===== src/rtl/sram_scan_pkg.sv =====
`default_nettype none
// ---------------------------------------------------------------------------
// sram_scan_pkg : shared types, scan-chain geometry and synchronizer reset
//                 values for the SRAM scan controller.
// Revision      : 1.0 - initial release
// ---------------------------------------------------------------------------
package sram_scan_pkg;

  typedef enum logic [1:0] {
    ST_IDLE   = 2'd0,
    ST_ACCESS = 2'd1,
    ST_WAIT   = 2'd2,
    ST_DONE   = 2'd3
  } state_t;

  localparam int c_def_addr_w  = 16;
  localparam int c_def_data_w  = 32;
  localparam int c_def_wmask_w = 4;
  localparam int c_def_sel_w   = 4;

  // Synchronized inputs, MSB first: {scan_en, scan_in, sram_load, global_csb}
  localparam int         c_sync_n   = 4;
  localparam logic [3:0] c_sync_rst = 4'b0001;

  // One port slice, LSB up: wmask, web, csb, din, addr
  function automatic int port_w(input int aw, input int dw, input int mw);
    return aw + dw + 2 + mw;
  endfunction

  function automatic int chain_len(input int sw, input int aw, input int dw, input int mw);
    return sw + 2 * port_w(aw, dw, mw);
  endfunction

  function automatic int off_web(input int mw);
    return mw;
  endfunction

  function automatic int off_csb(input int mw);
    return mw + 1;
  endfunction

  function automatic int off_din(input int mw);
    return mw + 2;
  endfunction

  function automatic int off_addr(input int dw, input int mw);
    return mw + 2 + dw;
  endfunction

  localparam int c_def_chain_l = chain_len(c_def_sel_w, c_def_addr_w, c_def_data_w, c_def_wmask_w);

endpackage
`default_nettype wire


===== src/rtl/sram_scan_ctrl_if.sv =====
`default_nettype none
// ---------------------------------------------------------------------------
// sram_scan_ctrl_if : dual-port SRAM macro bus driven by the scan controller.
// Revision          : 1.0 - initial release
// ---------------------------------------------------------------------------
interface sram_scan_ctrl_if
  import sram_scan_pkg::*;
#(
  parameter int ADDR_W  = c_def_addr_w,
  parameter int DATA_W  = c_def_data_w,
  parameter int WMASK_W = c_def_wmask_w,
  parameter int SEL_W   = c_def_sel_w
);
  logic [SEL_W-1:0]   sel;
  logic [ADDR_W-1:0]  addr0;
  logic [ADDR_W-1:0]  addr1;
  logic [DATA_W-1:0]  din0;
  logic [DATA_W-1:0]  din1;
  logic               csb0;
  logic               csb1;
  logic               web0;
  logic               web1;
  logic [WMASK_W-1:0] wmask0;
  logic [WMASK_W-1:0] wmask1;
  logic [DATA_W-1:0]  rdata0;
  logic [DATA_W-1:0]  rdata1;

  modport master (
    output sel, addr0, addr1, din0, din1, csb0, csb1, web0, web1, wmask0, wmask1,
    input  rdata0, rdata1
  );

  modport slave (
    input  sel, addr0, addr1, din0, din1, csb0, csb1, web0, web1, wmask0, wmask1,
    output rdata0, rdata1
  );
endinterface
`default_nettype wire


===== src/rtl/sram_scan_sync.sv =====
`default_nettype none
// ---------------------------------------------------------------------------
// sram_scan_sync : WIDTH-bit two-flop synchronizer with per-bit reset value.
// Revision       : 1.0 - initial release
// ---------------------------------------------------------------------------
module sram_scan_sync #(
  parameter int               WIDTH   = 1,
  parameter logic [WIDTH-1:0] RST_VAL = '0
) (
  input  logic             clk,
  input  logic             resetn,
  input  logic [WIDTH-1:0] d,
  output logic [WIDTH-1:0] q
);
  logic [WIDTH-1:0] r_meta;
  logic [WIDTH-1:0] r_sync;

  always_ff @(posedge clk or negedge resetn) begin
    if (!resetn) begin
      r_meta <= RST_VAL;
      r_sync <= RST_VAL;
    end else begin
      r_meta <= d;
      r_sync <= r_meta;
    end
  end

  assign q = r_sync;
endmodule
`default_nettype wire


===== src/rtl/sram_scan_ctrl.sv =====
`default_nettype none
// ---------------------------------------------------------------------------
// sram_scan_ctrl : scan-loaded dual-port SRAM access controller with readback
//                  capture. Define SRAM_SCAN_SYNC_EN to synchronize inputs.
// Revision       : 1.0 - initial release
// ---------------------------------------------------------------------------
module sram_scan_ctrl
  import sram_scan_pkg::*;
#(
  parameter int ADDR_W   = c_def_addr_w,
  parameter int DATA_W   = c_def_data_w,
  parameter int WMASK_W  = c_def_wmask_w,
  parameter int SEL_W    = c_def_sel_w,
  parameter int READ_LAT = 1
) (
  input  logic             clk,
  input  logic             resetn,
  input  logic             scan_en,
  input  logic             scan_in,
  output logic             scan_out,
  input  logic             sram_load,
  input  logic             global_csb,
  sram_scan_ctrl_if.master sram,
  output logic             busy
);
  localparam int c_pw      = port_w(ADDR_W, DATA_W, WMASK_W);
  localparam int c_len     = chain_len(SEL_W, ADDR_W, DATA_W, WMASK_W);
  localparam int c_p0      = c_pw;
  localparam int c_p1      = 0;
  localparam int c_sel_lsb = 2 * c_pw;
  localparam int c_o_web   = off_web(WMASK_W);
  localparam int c_o_csb   = off_csb(WMASK_W);
  localparam int c_o_din   = off_din(WMASK_W);
  localparam int c_o_addr  = off_addr(DATA_W, WMASK_W);
  localparam int c_cnt_w   = (READ_LAT > 1) ? $clog2(READ_LAT) : 1;
  localparam logic [c_cnt_w-1:0] c_wait_last = c_cnt_w'(READ_LAT - 1);

  logic w_scan_en;
  logic w_scan_in;
  logic w_load;
  logic w_csb;

`ifdef SRAM_SCAN_SYNC_EN
  logic [c_sync_n-1:0] w_sync_q;

  sram_scan_sync #(
    .WIDTH   (c_sync_n),
    .RST_VAL (c_sync_rst)
  ) u_sync (
    .clk    (clk),
    .resetn (resetn),
    .d      ({scan_en, scan_in, sram_load, global_csb}),
    .q      (w_sync_q)
  );

  assign {w_scan_en, w_scan_in, w_load, w_csb} = w_sync_q;
`else
  assign w_scan_en = scan_en;
  assign w_scan_in = scan_in;
  assign w_load    = sram_load;
  assign w_csb     = global_csb;
`endif

  state_t             r_state;
  state_t             w_state_nxt;
  logic [c_len-1:0]   r_chain;
  logic [c_len-1:0]   w_chain_nxt;
  logic [c_cnt_w-1:0] r_cnt;
  logic [c_cnt_w-1:0] w_cnt_nxt;
  logic               r_csb_prev;
  logic               w_trig;
  logic               w_access;

  // A falling trigger edge only counts while the chain is not shifting.
  assign w_trig = r_csb_prev & ~w_csb & ~w_scan_en;

  always_ff @(posedge clk or negedge resetn) begin
    if (!resetn) begin
      r_state    <= ST_IDLE;
      r_chain    <= '0;
      r_cnt      <= '0;
      r_csb_prev <= 1'b0;
    end else begin
      r_state    <= w_state_nxt;
      r_chain    <= w_chain_nxt;
      r_cnt      <= w_cnt_nxt;
      r_csb_prev <= w_csb;
    end
  end

  always_comb begin
    w_state_nxt = r_state;
    w_chain_nxt = r_chain;
    w_cnt_nxt   = r_cnt;
    case (r_state)
      ST_IDLE: begin
        if (w_trig) begin
          w_state_nxt = ST_ACCESS;
        end else if (w_scan_en) begin
          w_chain_nxt = {r_chain[c_len-2:0], w_scan_in};
        end
      end
      ST_ACCESS: begin
        w_state_nxt = ST_WAIT;
        w_cnt_nxt   = '0;
      end
      ST_WAIT: begin
        if (r_cnt == c_wait_last) begin
          w_state_nxt = ST_DONE;
        end else begin
          w_cnt_nxt = r_cnt + 1'b1;
        end
      end
      ST_DONE: begin
        // Trigger beats shifting, which beats (and discards) the capture.
        if (w_trig) begin
          w_state_nxt = ST_ACCESS;
        end else if (w_scan_en) begin
          w_state_nxt = ST_IDLE;
          w_chain_nxt = {r_chain[c_len-2:0], w_scan_in};
        end else if (w_load) begin
          w_state_nxt = ST_IDLE;
          if (!r_chain[c_p0+c_o_csb] && r_chain[c_p0+c_o_web]) begin
            w_chain_nxt[c_p0+c_o_din +: DATA_W] = sram.rdata0;
          end
          if (!r_chain[c_p1+c_o_csb] && r_chain[c_p1+c_o_web]) begin
            w_chain_nxt[c_p1+c_o_din +: DATA_W] = sram.rdata1;
          end
        end
      end
      default: w_state_nxt = ST_IDLE;
    endcase
  end

  assign w_access    = (r_state == ST_ACCESS);
  assign busy        = (r_state != ST_IDLE);
  assign scan_out    = r_chain[c_len-1];

  assign sram.sel    = r_chain[c_sel_lsb +: SEL_W];
  assign sram.addr0  = r_chain[c_p0+c_o_addr +: ADDR_W];
  assign sram.din0   = r_chain[c_p0+c_o_din +: DATA_W];
  assign sram.wmask0 = r_chain[c_p0 +: WMASK_W];
  assign sram.csb0   = w_access ? r_chain[c_p0+c_o_csb] : 1'b1;
  assign sram.web0   = w_access ? r_chain[c_p0+c_o_web] : 1'b1;
  assign sram.addr1  = r_chain[c_p1+c_o_addr +: ADDR_W];
  assign sram.din1   = r_chain[c_p1+c_o_din +: DATA_W];
  assign sram.wmask1 = r_chain[c_p1 +: WMASK_W];
  assign sram.csb1   = w_access ? r_chain[c_p1+c_o_csb] : 1'b1;
  assign sram.web1   = w_access ? r_chain[c_p1+c_o_web] : 1'b1;
endmodule
`default_nettype wire


===== src/flat_wrapper.sv =====
// flat-port wrapper written by rule: the top's interface ports become plain ports
module sram_scan_ctrl_flat import sram_scan_pkg::*;
#(
  parameter int ADDR_W   = c_def_addr_w,
  parameter int DATA_W   = c_def_data_w,
  parameter int WMASK_W  = c_def_wmask_w,
  parameter int SEL_W    = c_def_sel_w,
  parameter int READ_LAT = 1
)
  (clk, resetn, scan_en, scan_in, scan_out, sram_load, global_csb, busy, sram_sel, sram_addr0, sram_addr1, sram_din0, sram_din1, sram_csb0, sram_csb1, sram_web0, sram_web1, sram_wmask0, sram_wmask1, sram_rdata0, sram_rdata1);
  sram_scan_ctrl_if #(.ADDR_W(ADDR_W), .DATA_W(DATA_W), .WMASK_W(WMASK_W), .SEL_W(SEL_W)) sram_i ();
  input  logic clk;
  input  logic resetn;
  input  logic scan_en;
  input  logic scan_in;
  output logic scan_out;
  input  logic sram_load;
  input  logic global_csb;
  output logic busy;
  output wire logic [$bits(sram_i.sel)-1:0] sram_sel;
  output wire logic [$bits(sram_i.addr0)-1:0] sram_addr0;
  output wire logic [$bits(sram_i.addr1)-1:0] sram_addr1;
  output wire logic [$bits(sram_i.din0)-1:0] sram_din0;
  output wire logic [$bits(sram_i.din1)-1:0] sram_din1;
  output wire logic [$bits(sram_i.csb0)-1:0] sram_csb0;
  output wire logic [$bits(sram_i.csb1)-1:0] sram_csb1;
  output wire logic [$bits(sram_i.web0)-1:0] sram_web0;
  output wire logic [$bits(sram_i.web1)-1:0] sram_web1;
  output wire logic [$bits(sram_i.wmask0)-1:0] sram_wmask0;
  output wire logic [$bits(sram_i.wmask1)-1:0] sram_wmask1;
  input wire logic [$bits(sram_i.rdata0)-1:0] sram_rdata0;
  input wire logic [$bits(sram_i.rdata1)-1:0] sram_rdata1;
  assign sram_sel = sram_i.sel;
  assign sram_addr0 = sram_i.addr0;
  assign sram_addr1 = sram_i.addr1;
  assign sram_din0 = sram_i.din0;
  assign sram_din1 = sram_i.din1;
  assign sram_csb0 = sram_i.csb0;
  assign sram_csb1 = sram_i.csb1;
  assign sram_web0 = sram_i.web0;
  assign sram_web1 = sram_i.web1;
  assign sram_wmask0 = sram_i.wmask0;
  assign sram_wmask1 = sram_i.wmask1;
  assign sram_i.rdata0 = sram_rdata0;
  assign sram_i.rdata1 = sram_rdata1;
  sram_scan_ctrl #(.ADDR_W(ADDR_W), .DATA_W(DATA_W), .WMASK_W(WMASK_W), .SEL_W(SEL_W), .READ_LAT(READ_LAT)) u_core (.clk(clk), .resetn(resetn), .scan_en(scan_en), .scan_in(scan_in), .scan_out(scan_out), .sram_load(sram_load), .global_csb(global_csb), .sram(sram_i), .busy(busy));
endmodule

===== config.mk =====
export PLATFORM = sky130hd
export DESIGN_NAME = sram_scan_ctrl_flat
export DESIGN_NICKNAME = d
export VERILOG_FILES = /design/src/rtl/sram_scan_pkg.sv /design/src/rtl/sram_scan_ctrl_if.sv /design/src/rtl/sram_scan_sync.sv /design/src/rtl/sram_scan_ctrl.sv /design/src/flat_wrapper.sv
export SDC_FILE = /design/constraint.sdc
export NUM_CORES = 1
export LEC_CHECK = 0
export CORE_AREA = 2 2 127 129
export DETAILED_ROUTE_END_ITERATION = 8
export DIE_AREA = 0 0 129 131
export PLACE_DENSITY = 0.72
export SETUP_SLACK_MARGIN = 0.5
export SLEW_MARGIN = 10
export SYNTH_ARGS = -nofsm -noshare
export SYNTH_HDL_FRONTEND = slang
export SYNTH_SLANG_ARGS = --single-unit

===== constraint.sdc =====
create_clock -name clk -period 4.5 [get_ports clk]
set_input_delay 0.9 -clock clk [delete_from_list [all_inputs] [get_ports clk]]
set_output_delay 0.9 -clock clk [all_outputs]
set_load 0.02 [all_outputs]

# Word level (Yosys, flattened, before mapping)
# Cells that the tools add are included.
# Widths: inputs -> output; s select.
totals:
  ff_bits: 116
  inputBits: 70
  out_inout_bits: 114
  elab_cells: 61
op_classes:
  n_addsub: 1
  eq_ne: 13
  mux: 25
  n_bitwise: 4
  n_reduce_logical: 12
op_table:
  columns: ["op", "count"]
  rows:
  - ["$mux 112", 3]
  - ["$pmux 112 s2", 1]
  - ["$mux 32", 6]
  - ["$mux 22", 1]
  - ["$mux 20", 1]
  - ["$reduce_and 6->1", 2]
  - ["$mux 2", 5]
  - ["$ne 2x2->1 const B", 5]
  - ["$pmux 2 s4", 1]
  - ["$mux 6", 1]
  - ["$ne 3x2->1 const B", 2]
  - ["$reduce_bool 2->1", 3]
  - ["$mux 1", 5]
  - ["$reduce_and 5->1", 1]
  - ["$eq 2x2->1 const B", 2]
  - ["$ne 4x3->1 const B", 1]
  - ["$ne 3x3->1 const B", 1]
  - ["$reduce_and 3->1", 1]
  - ["$and 1x1->1", 2]
  - ["$eq 2x1->1 const B", 1]
  - ["$logic_and 1x1->1", 2]
  - ["$logic_not 1->1", 2]
  - ["$logic_not 2->1", 1]
  - ["$ne 2x1->1 const B", 1]
  - ["3 further kinds", 4]

# Depth between registers and ports, before layout
# Gate-level depths: netlist (run 1).
logic_depth:
  ltp_word: 7
  depth_mapped: 8
  ltp_nobuf: 6

# Least setup slack after synthesis (run 1)
# No wires, ideal clock.
synth_timing:
  kind: "input to register"
  start: "input port global_csb"
  end: "register u_core.r_chain[61]"
  arrival_time_ns: 2.021
  setup_slack_ns: 2.351
  cell_stages: 5
  path_cell_list: "nand2b_1 > a31oi_2 > nor3_2 > buf_6 > mux2_1"
synth_between:
  elab_chain_cells: 5
  elab_cells_between_ends: 6
synth_rtl:
  columns: ["item", "line_no", "rtl"]
  rows:
  - ["start, declared", "flat_wrapper.sv:18", "input logic global_csb;"]
  - ["$not 1->1 *", "sram_scan_ctrl.sv:75", "assign w_trig = r_csb_prev & ~w_csb & ~w_scan_en;"]
  - ["$and 1x1->1 * (2 in a row)", "sram_scan_ctrl.sv:75", null]
  - ["$ne 2x2->1 (no source line)", null, null]
  - ["$reduce_and 6->1 (no source line) *", null, null]
  - ["end signal, assigned", "sram_scan_ctrl.sv:85", "r_chain <= w_chain_nxt;"]
  - ["end, declared", "sram_scan_ctrl.sv:66", "logic [c_len-1:0] r_chain;"]
# Every way passes the cells marked *; elsewhere a longest branch is shown, timed or not.
# A chain may end at the register's enable or synchronous reset.

# Worst setup path in the final report (run 1)
layout_timing:
  start: "register u_core.r_state[0]"
  end: "output port busy"
layout_between:
  elab_chain_cells: 1
layout_rtl:
  columns: ["item", "line_no", "rtl"]
  rows:
  - ["start, declared", "sram_scan_ctrl.sv:64", "state_t r_state;"]
  - ["start signal, assigned", "sram_scan_ctrl.sv:84", "r_state <= w_state_nxt;"]
  - ["$reduce_bool 2->1", "sram_scan_ctrl.sv:136", "assign busy = (r_state != ST_IDLE);"]
  - ["end, declared", "flat_wrapper.sv:19", "output logic busy;"]
# No other way between the ends.

==> impl_results.md, run 1 <==
- Area of the die: around 0.017 mm2
- Post-CTS resize count: 0
- Layout filler cell count: 1446
- Worst-Margin Slew: 0.8260 ns
- Starting Density: 0.3888
- Most frequent cells in the layout: nand2_1 (332), clkdlybuf4s50_1 (182), dfrtp_1 (115)
- Met1 usage: 0.2079
- Core Region: 0.01560 mm2
- DPL Wire Length: 8.886 mm
- Max Clk Rate: ~0.35 GHz
- Syn avg cell area: 8.815 um2
- Buffers on Ports: 183
- CTS Hold Bufs: 0
- Total Neg Setup Slack: 0 ns
- Worst R2R Start: u_core.r_state[0]
- CP Data Required Time: 3.60 ns
- RSZ-0062 raised after global routing: no
- Critical path class: reg2out
- Met3 Usage GRT: 0.04723
- Tcrit/Tclk final: 0.6439
- DRT Pass-1 Iters: 4
- H-tree depth: 4
- Mapped Cells: 688
- Starting DRT DRC Count: 240
- Worst setup endpoint: busy
- N_diodes: 0
- Maximum vdd drop: 327.2 uV
- # placed instances: 956
- Worst slew margin: 0.4482
- Status: finished clean
- Synthesized Nets: roughly 760
- CP startpoint: u_core.r_state[0]
- Flop-to-flop setup slack: 2.23 ns
- Routability cong.: 0.7557
- Total Wirelength: 13.13 mm
- Clock skew: slightly below 0.007 ns
- DP Area: 0.007312 mm2
- Seq cells post-synth: 115
- Seq/Total Area, Yosys: 0.4745
- Die W: 129 um
- First-pass GRT wire length: 21.05 mm
- Crit-path max FO: 6
- MaxCap Viol Count: 0
- Area Overhead vs Synth: 30.80%
- Worst-Skew Late Latency: 0.40 ns
- Postcts setup bufs: 0
- Root buf cell: clkbuf_16
- YS warnings: 0
- CTS sink count: 115
- Vias after detailed routing: 4360
- Final slew viol count: 0
- GRT busiest layer: met2
- Reg2reg end: u_core.r_chain[44]
- Commonest non-fill, non-tap cell in the layout: nand2_1
- Fin. Hold Viols: 0
- Pwr per Cell Area: 698.4 mW/mm2
- Number of distinct library cells after synthesis: 23
- Layout cell share with drive strength beyond 1: 0.06088
- Hold WC Path Type: reg2reg
- Die Height: ~130 um
- GRT Overall Usage: 0.1584
- WL per Instance: 13.29 um
- Final instance area: 0.007933 mm2
- Pin count of the biggest net entering global routing: 116
- Post-route ant nets: 0
- Critical path capture point type: output port
- Final Setup Violations: 0
- CP arrival: 2.00 ns
- Leakage power: 3.907 nW
- CTS tree: done
- R2R depth: 7
- Worst Setup Start Kind: flop
- Initial antenna violation count: 0
- IO Count: ~180
- Post-Syn Area: around 0.006 mm2
- Drc violations: 0
- Non-filler cells, final: 988
- Met2 usage: 0.2462
- Num CTS Buffers: 17
- Layout Nets: roughly 830
- Number of global-route vias before repair: 4183
- DR vias/cell: approximately 4.4
- Minimum clock period: 2.898 ns
- Clock-pin slew on the worst setup and hold paths: approximately 0.05 ns
- Row count: 46
- Clock Tree Buf Depth: 2
- Global route total overflow: 0
-- layer usage --
layer | vias to the layer above | routed length (um)
met5 | - | 0
met4 | 0 | 245
met3 | 15 | 853
met2 | 119 | 5969
met1 | 2045 | 6063
li1 | 2181 | -
-- worst min path at each step --
stage | startpoint | cells after the start | endpoint
2_1_floorplan | u_core.r_chain[37] | 2 | u_core.r_chain[38]
6_report | u_core.r_chain[1] | 2 | u_core.r_chain[2]
5_1_grt | u_core.r_chain[103] | 2 | u_core.r_chain[104]
3_3_place_gp | u_core.r_chain[103] | 2 | u_core.r_chain[104]
3_5_place_dp | u_core.r_chain[97] | 2 | u_core.r_chain[98]
4_1_cts | u_core.r_chain[1] | 2 | u_core.r_chain[2]
-- critical path, stage by stage (launching register included) --
cell	delay, ns
dfrtp_1	0.41
inv_1	0.09
ha_1	0.30
inv_1	0.17
clkdlybuf4s50_1	0.63
-- where the power goes --
part	switching [W]	internal, W	leakage (nW)	total, W
registers	0.000281	0.00140	1.52	0.00168
clock network	0.000455	0.000954	0.293	0.00141
logic	0.00131	0.00114	2.09	0.00245
total	0.00205	0.00349	3.91	0.00554
-- cell usage after synthesis --
| library cell | count | share of area |
|---|---|---|
| nor3_2 | 2 | 0.0033 |
| buf_1 | 5 | 0.0031 |
| dfrtp_1 | 115 | 0.47 |
| o211ai_1 | 2 | 0.0025 |
| nor3b_1 | 1 | 0.0012 |
| o31ai_1 | 2 | 0.0025 |
| clkbuf_1 | 16 | 0.0099 |
| mux2_2 | 3 | 0.0056 |
| nand2_1 | 332 | 0.21 |
| buf_4 | 111 | 0.14 |
| buf_2 | 4 | 0.0033 |
| nor2_1 | 5 | 0.0031 |
| mux2_1 | 60 | 0.11 |
| inv_1 | 3 | 0.0019 |
| nand4_1 | 1 | 0.0010 |
| nand2b_1 | 6 | 0.0062 |
| a31oi_2 | 1 | 0.0021 |
| ha_1 | 4 | 0.0083 |
| buf_6 | 3 | 0.0056 |
| o21ai_0 | 5 | 0.0041 |
| nor2b_1 | 4 | 0.0041 |
| o22ai_1 | 2 | 0.0021 |
| o22a_1 | 1 | 0.0014 |
-- area by class of cell --
class / count / area (um2) / share of cell area
Inverter: 3 / 11.26 / 0.001420
Tap cell: 216 / 270.3 / 0.03407
Clock buffer: 23 / 467.9 / 0.05899
Multi-Input combinational cell: 431 / 2251 / 0.2838
Sequential cell: 115 / 2878 / 0.3628
Clock inverter: 9 / 152.6 / 0.01924
Timing Repair Buffer: 191 / 1902 / 0.2397
-- sequential cells by signal, indices dropped and copies added (netlist names) --
name,flops
u_core.r_chain,112
u_core.r_state,2
u_core.r_csb_prev,1
-- kinds of logic (layout without fill, tap and decap cells) --
kind of cell               after synthesis  in the layout  share of synthesized area
adders and majority gates                4              4                   0.008253
buffers and inverters                  142            226                     0.1611
AOI/OAI and AO/OA                       13             13                    0.01465
and+or+nand+nor                        351            351                     0.2245
muxes                                   63             63                     0.1170
DFF                                    115            115                     0.4745
-- through the flow --
stage	total power (W)	worst slack [ns]	hold WS, ns	util
2_1_floorplan	0.003566	2.351	0.4581	-
3_3_place_gp	0.004134	1.558	0.4747	0.4688
3_5_place_dp	0.004181	1.529	0.4760	0.4688
4_1_cts	0.005619	1.580	0.4978	0.5086
5_1_grt	0.005897	1.512	0.5110	0.5086
6_report	0.005540	1.602	0.4909	0.5086
Note: power is estimated with default switching activity, not from simulation.
==> run 2: changes to the inputs <==
==> constraint.sdc (replaced) <==
create_clock -name clk -period 3 [get_ports clk]
set_input_delay 0.6 -clock clk [delete_from_list [all_inputs] [get_ports clk]]
set_output_delay 0.6 -clock clk [all_outputs]
set_load 0.02 [all_outputs]
==> impl_results.md, run 2 (synthesized netlist as in run 1, its figures left out) <==
- Drc violations: 0
- H-tree depth: 4
- Max FFs per register: 112
- WL per Instance: 13.39 um
- Worst R2R Start: u_core.r_state[1]
- Pwr per Cell Area: 1041 mW/mm2
- Die W: approximately 130 um
- Clock skew: 0.006682 ns
- Maximum vdd drop: about 480 uV
- Layout Nets: 835
- Postcts setup bufs: 0
- Met3 Usage GRT: 0.06270
- Largest registers: u_core.r_chain (112), u_core.r_state (2), u_core.r_csb_prev (1)
- IO Count: 184
- Most frequent cells in the layout: nand2_1 (332), clkdlybuf4s50_1 (177), dfrtp_1 (115)
- Initial antenna violation count: 0
- Tcrit/Tclk final: 0.7844
- Area of the die: 0.01690 mm2
- Crit-path max FO: 6
- Worst Setup Start Kind: flop
- Post-route ant nets: 0
- N_diodes: 0
- Root buf cell: clkbuf_16
- Status: finished clean
- GRT Overall Usage: 0.1617
- Worst-Margin Slew: 0.5487 ns
- Final slew viol count: 0
- Reg2reg end: u_core.r_chain[87]
- Commonest non-fill, non-tap cell in the layout: nand2_1
- Global route total overflow: 0
- Flop-to-flop setup slack: 0.92 ns
- Minimum clock period: 2.353 ns
- CP Data Required Time: about 2.4 ns
- Leakage power: 3.946 nW
- Num CTS Buffers: 17
- Largest Register: u_core.r_chain
- MaxCap Viol Count: 0
- Buffers on Ports: 183
- Number of global-route vias before repair: 4305
- Critical path class: reg2out
- Post-CTS resize count: 1
- Row count: 46
- Fin. Hold Viols: 0
- CTS Hold Bufs: 0
- Layout filler cell count: 1448
- Starting DRT DRC Count: 217
- Starting Density: 0.3888
- Vias after detailed routing: 4404
- Critical path capture point type: output port
- Layout cell share with drive strength beyond 1: 0.06589
- Clock Tree Buf Depth: 2
- CTS tree: done
- DPL Wire Length: ~9 mm
- First-pass GRT wire length: 21.44 mm
- Core Region: 0.01560 mm2
- Routability cong.: 0.7666
- Final Util: 0.5115
- Max Clk Rate: ~0.42 GHz
- GRT busiest layer: met2
- Total Wirelength: 13.26 mm
- Hold WC Path Type: in2async
- Total Neg Setup Slack: 0 ns
- Area Overhead vs Synth: 31.55%
- Die Height: 131 um
- R2R depth: 7
- Worst slew margin: 0.6329
- Clock-pin slew on the worst setup and hold paths: 0.05 ns
- Met1 usage: 0.2065
- Met2 usage: 0.2512
- CP arrival: ~1.8 ns
- DR vias/cell: 4.448
- DRT Pass-1 Iters: 4
- RSZ-0062 raised after global routing: no
- Worst-Skew Late Latency: approximately 0.4 ns
- Final hold slack: around 0.17 ns
- CTS sink count: 115
- Pin count of the biggest net entering global routing: 64
- Final Power: 0.008303 W
- Final Setup Violations: 0
[run 2: metal layers]
| metal | wire [um] | part of all wire |
|---|---|---|
| met3 | 1018 | 0.077 |
| met4 | 199 | 0.015 |
| met5 | 0 | 0 |
| met2 | 6115 | 0.46 |
| met1 | 5925 | 0.45 |
[run 2: worst max path at each step]
stage	startpoint	to	slack (ns)	cells past startpoint
floorplan	u_core.r_state[0]	u_core.r_chain[61]	0.99	7
global placement	scan_en	u_core.r_chain[37]	0.47	6
detailed placement	scan_en	u_core.r_chain[33]	0.43	6
CTS	u_core.r_state[1]	sram_web0	0.53	4
global route	u_core.r_state[0]	busy	0.54	4
finish	u_core.r_state[1]	busy	0.65	4
[run 2: where the power goes]
group / total (W) / switching, W / leakage, nW / internal [W]
sequential: 0.00252 / 0.000416 / 1.52 / 0.00210
clock: 0.00206 / 0.000696 / 0.296 / 0.00136
combinational: 0.00373 / 0.00197 / 2.13 / 0.00175
total: 0.00830 / 0.00308 / 3.95 / 0.00522
[run 2: through the flow]
| stage | instances | instance area (um2) | setup WS [ns] |
|---|---|---|---|
| 2_1_floorplan | 688 | 6065 | 0.9862 |
| 3_3_place_gp | 958 | 7365 | 0.4660 |
| 3_5_place_dp | 958 | 7365 | 0.4265 |
| 4_1_cts | 990 | 7968 | 0.5297 |
| 5_1_grt | 990 | 7978 | 0.5433 |
| 6_report | 990 | 7978 | 0.6469 |
[run 2: critical path, cell delays in order (launching register included)]
cell and delay [ns]:
dfrtp_1 0.41, inv_1 0.12, ha_1 0.33, inv_1 0.13, dlygate4sd2_1 0.36
[run 2: layout make-up]
| cell class | instances | area (um2) | area share |
|---|---|---|---|
| Sequential cell | 115 | 2878 | 0.3607 |
| Multi-Input combinational cell | 431 | 2251 | 0.2822 |
| Timing Repair Buffer | 193 | 1963 | 0.2461 |
| Clock buffer | 22 | 474.2 | 0.05944 |
| Tap cell | 216 | 270.3 | 0.03388 |
| Clock inverter | 10 | 130.1 | 0.01631 |
| Inverter | 3 | 11.26 | 0.001412 |
==> run 3: changes to the inputs <==
--- a/config.mk
+++ b/config.mk
@@ -8,7 +8,7 @@
 export CORE_AREA = 2 2 127 129
 export DETAILED_ROUTE_END_ITERATION = 8
 export DIE_AREA = 0 0 129 131
-export PLACE_DENSITY = 0.72
+export PLACE_DENSITY = 0.74
 export SETUP_SLACK_MARGIN = 0.5
 export SLEW_MARGIN = 10
 export SYNTH_ARGS = -nofsm -noshare
==> constraint.sdc (replaced) <==
create_clock -name clk -period 2.05 [get_ports clk]
set_input_delay 0.41 -clock clk [delete_from_list [all_inputs] [get_ports clk]]
set_output_delay 0.41 -clock clk [all_outputs]
set_load 0.02 [all_outputs]
==> impl_results.md, run 3 (synthesized netlist as in run 1, its figures left out) <==
- Minimum clock period: around 1.9 ns
- Post-route setup slack: about 0.15 ns
- Clock skew: around 0.009 ns
- Max FFs per register: 112
- Maximum vdd drop: 668.8 uV
- R2R depth: 9
- WL per Instance: 15.37 um
- Pin count of the biggest net entering global routing: 49
- P_sw: 0.005266 W
- N_diodes: 0
- Largest registers: u_core.r_chain (112), u_core.r_state (2), u_core.r_csb_prev (1)
- Combinational Power Share: 0.510
- Worst-Margin Slew: 0.4802 ns
- Share of power burned in registers: 0.270
- MaxCap Viol Count: 0
- Flop-to-flop setup slack: 0.15 ns
- Final Power: 0.01388 W
- GRT Overall Usage: 0.1723
- Reg2reg end: u_core.r_chain[82]
- Status: finished clean
- Core Region: around 0.016 mm2
- Row count: 46
- Clock Tree Buf Depth: 2
- Pwr per Cell Area: 1612 mW/mm2
- Worst Setup Start Kind: flop
- Root buf cell: clkbuf_16
- CP bufs+invs: 5
- Vias after detailed routing: 4673
- Commonest non-fill, non-tap cell in the layout: nand2_1
- Hold Path Origin: global_csb
- Max Clk Rate: 0.5268 GHz
- Area Overhead vs Synth: 41.98%
- Die W: 129 um
- Total Neg Setup Slack: 0 ns
- RSZ-0062 raised after global routing: yes
- Post-route ant nets: 0
- IO Count: between 150 and 200
- Area of the die: 0.01690 mm2
- Slowest stage delay, CP: 0.43 ns
- Fin. Hold Viols: 0
- Crit path max-delay family: buffers and inverters
- Final Util: 0.5521
- Final Setup Violations: 0
- Layout Nets: 876
- Worst Hold Path EP: u_core.r_csb_prev
- Worst slew margin: 0.6798
- Largest Register: u_core.r_chain
- Initial antenna violation count: 0
- Most frequent cells in the layout: nand2_1 (331), dfrtp_1 (112), clkdlybuf4s50_1 (68)
- Sw frac: 0.3794
- CP arrival: 2.19 ns
- Layout cell share with drive strength beyond 1: 0.3006
- H-tree depth: 4
- Worst-Skew Late Latency: 0.41 ns
- Buffers on Ports: 183
- Leakage power: 4.431 nW
- Global route total overflow: 0
- CP Data Required Time: roughly 2.3 ns
- DR vias/cell: around 4.5
- # placed instances: 965
- First-pass GRT wire length: 22.69 mm
- DPL Wire Length: roughly 9.4 mm
- Layout filler cell count: 1383
- Worst path slowest cell: dfrtp_2
- Hold WC Path Type: in2reg
- Total Wirelength: 15.85 mm
- Num CTS Buffers: 17
- Pint: between 0.008 and 0.009 W
- Drc violations: 0
- DRT Pass-1 Iters: 4
- Starting Density: 0.3888
- Routability cong.: 0.7758
- Post-Place Worst Slack: -0.1068 ns
- CTS tree: done
- Crit-path max FO: 8
- Die Height: 131 um
- CP cell instances: inv_2, ha_4, clkinv_4, a31oi_4, buf_6, nor3_4, buf_6, clkbuf_16, mux2_4
- Final slew viol count: 0
- Critical path class: reg2reg
- Most used cell, CP: buf_6
- Worst hold stages: 1
- CTS sink count: 115
- Clock-pin slew on the worst setup and hold paths: 0.05 ns
- Non-filler cells, final: 1031
- Starting DRT DRC Count: 309
- Tcrit/Tclk final: 0.9260
- Worst R2R Start: u_core.r_state[0]
- Clock Power Share: 0.220
- Number of global-route vias before repair: roughly 4500
- Critical path capture point type: flop
[run 3: through the flow]
stage / cell area [um2] / hold slack, ns
final: 8611 / 0.4566
after global routing: 8611 / 0.4490
after CTS: 8250 / 0.4346
after detailed placement: 7511 / 0.4003
after global placement: 7511 / 0.3985
after floorplan: 6121 / 0.1144
[run 3: how the worst max path moves through the flow]
| stage | startpoint | endpoint | slack, ns | cells after the start |
|---|---|---|---|---|
| 2_1_floorplan | u_core.r_state[0] | u_core.r_chain[10] | 0.34 | 7 |
| 3_3_place_gp | global_csb | u_core.r_chain[37] | -0.06 | 6 |
| 3_5_place_dp | global_csb | u_core.r_chain[34] | -0.11 | 6 |
| 4_1_cts | u_core.r_state[1] | sram_csb0 | 0.23 | 4 |
| 5_1_grt | u_core.r_state[0] | u_core.r_chain[82] | 0.1 | 9 |
| 6_report | u_core.r_state[0] | u_core.r_chain[82] | 0.15 | 9 |
[run 3: power by group through the flow]
stage / clock, W / sequential, W / combinational, W
3_3_place_gp: 0 / 0.00371 / 0.00561
3_5_place_dp: 0 / 0.00373 / 0.00573
5_1_grt: 0.00323 / 0.00386 / 0.00761
2_1_floorplan: 0 / 0.00353 / 0.00442
4_1_cts: 0.00312 / 0.00372 / 0.00561
6_report: 0.00306 / 0.00375 / 0.00707
[run 3: layout make-up]
type | instances | area (um2) | share of cell area
clock buffer | 20 | 456.7 | 0.05304
multi-input combinational | 432 | 2552 | 0.2964
clock inverter | 12 | 155.1 | 0.01802
tap | 216 | 270.3 | 0.03139
timing repair buffer | 233 | 2276 | 0.2643
inverter | 3 | 18.77 | 0.002180
sequential | 115 | 2882 | 0.3346
[run 3: timing repair]
action,CTS,global route
buffers inserted,9,12
endpoints found under the hold margin,30,0
gates cloned,2,10
pin swaps,4,7
gates resized for setup,266,143
setup endpoints to repair,228,176
hold buffers,1,0
[run 3: per-layer routing]
layer,up-vias,share of wire,global-route usage
li1,2273,-,-
met4,0,0.015,0.06394
met1,2245,0.45,0.2202
met3,22,0.061,0.05822
met2,133,0.47,0.2730
met5,-,0,0
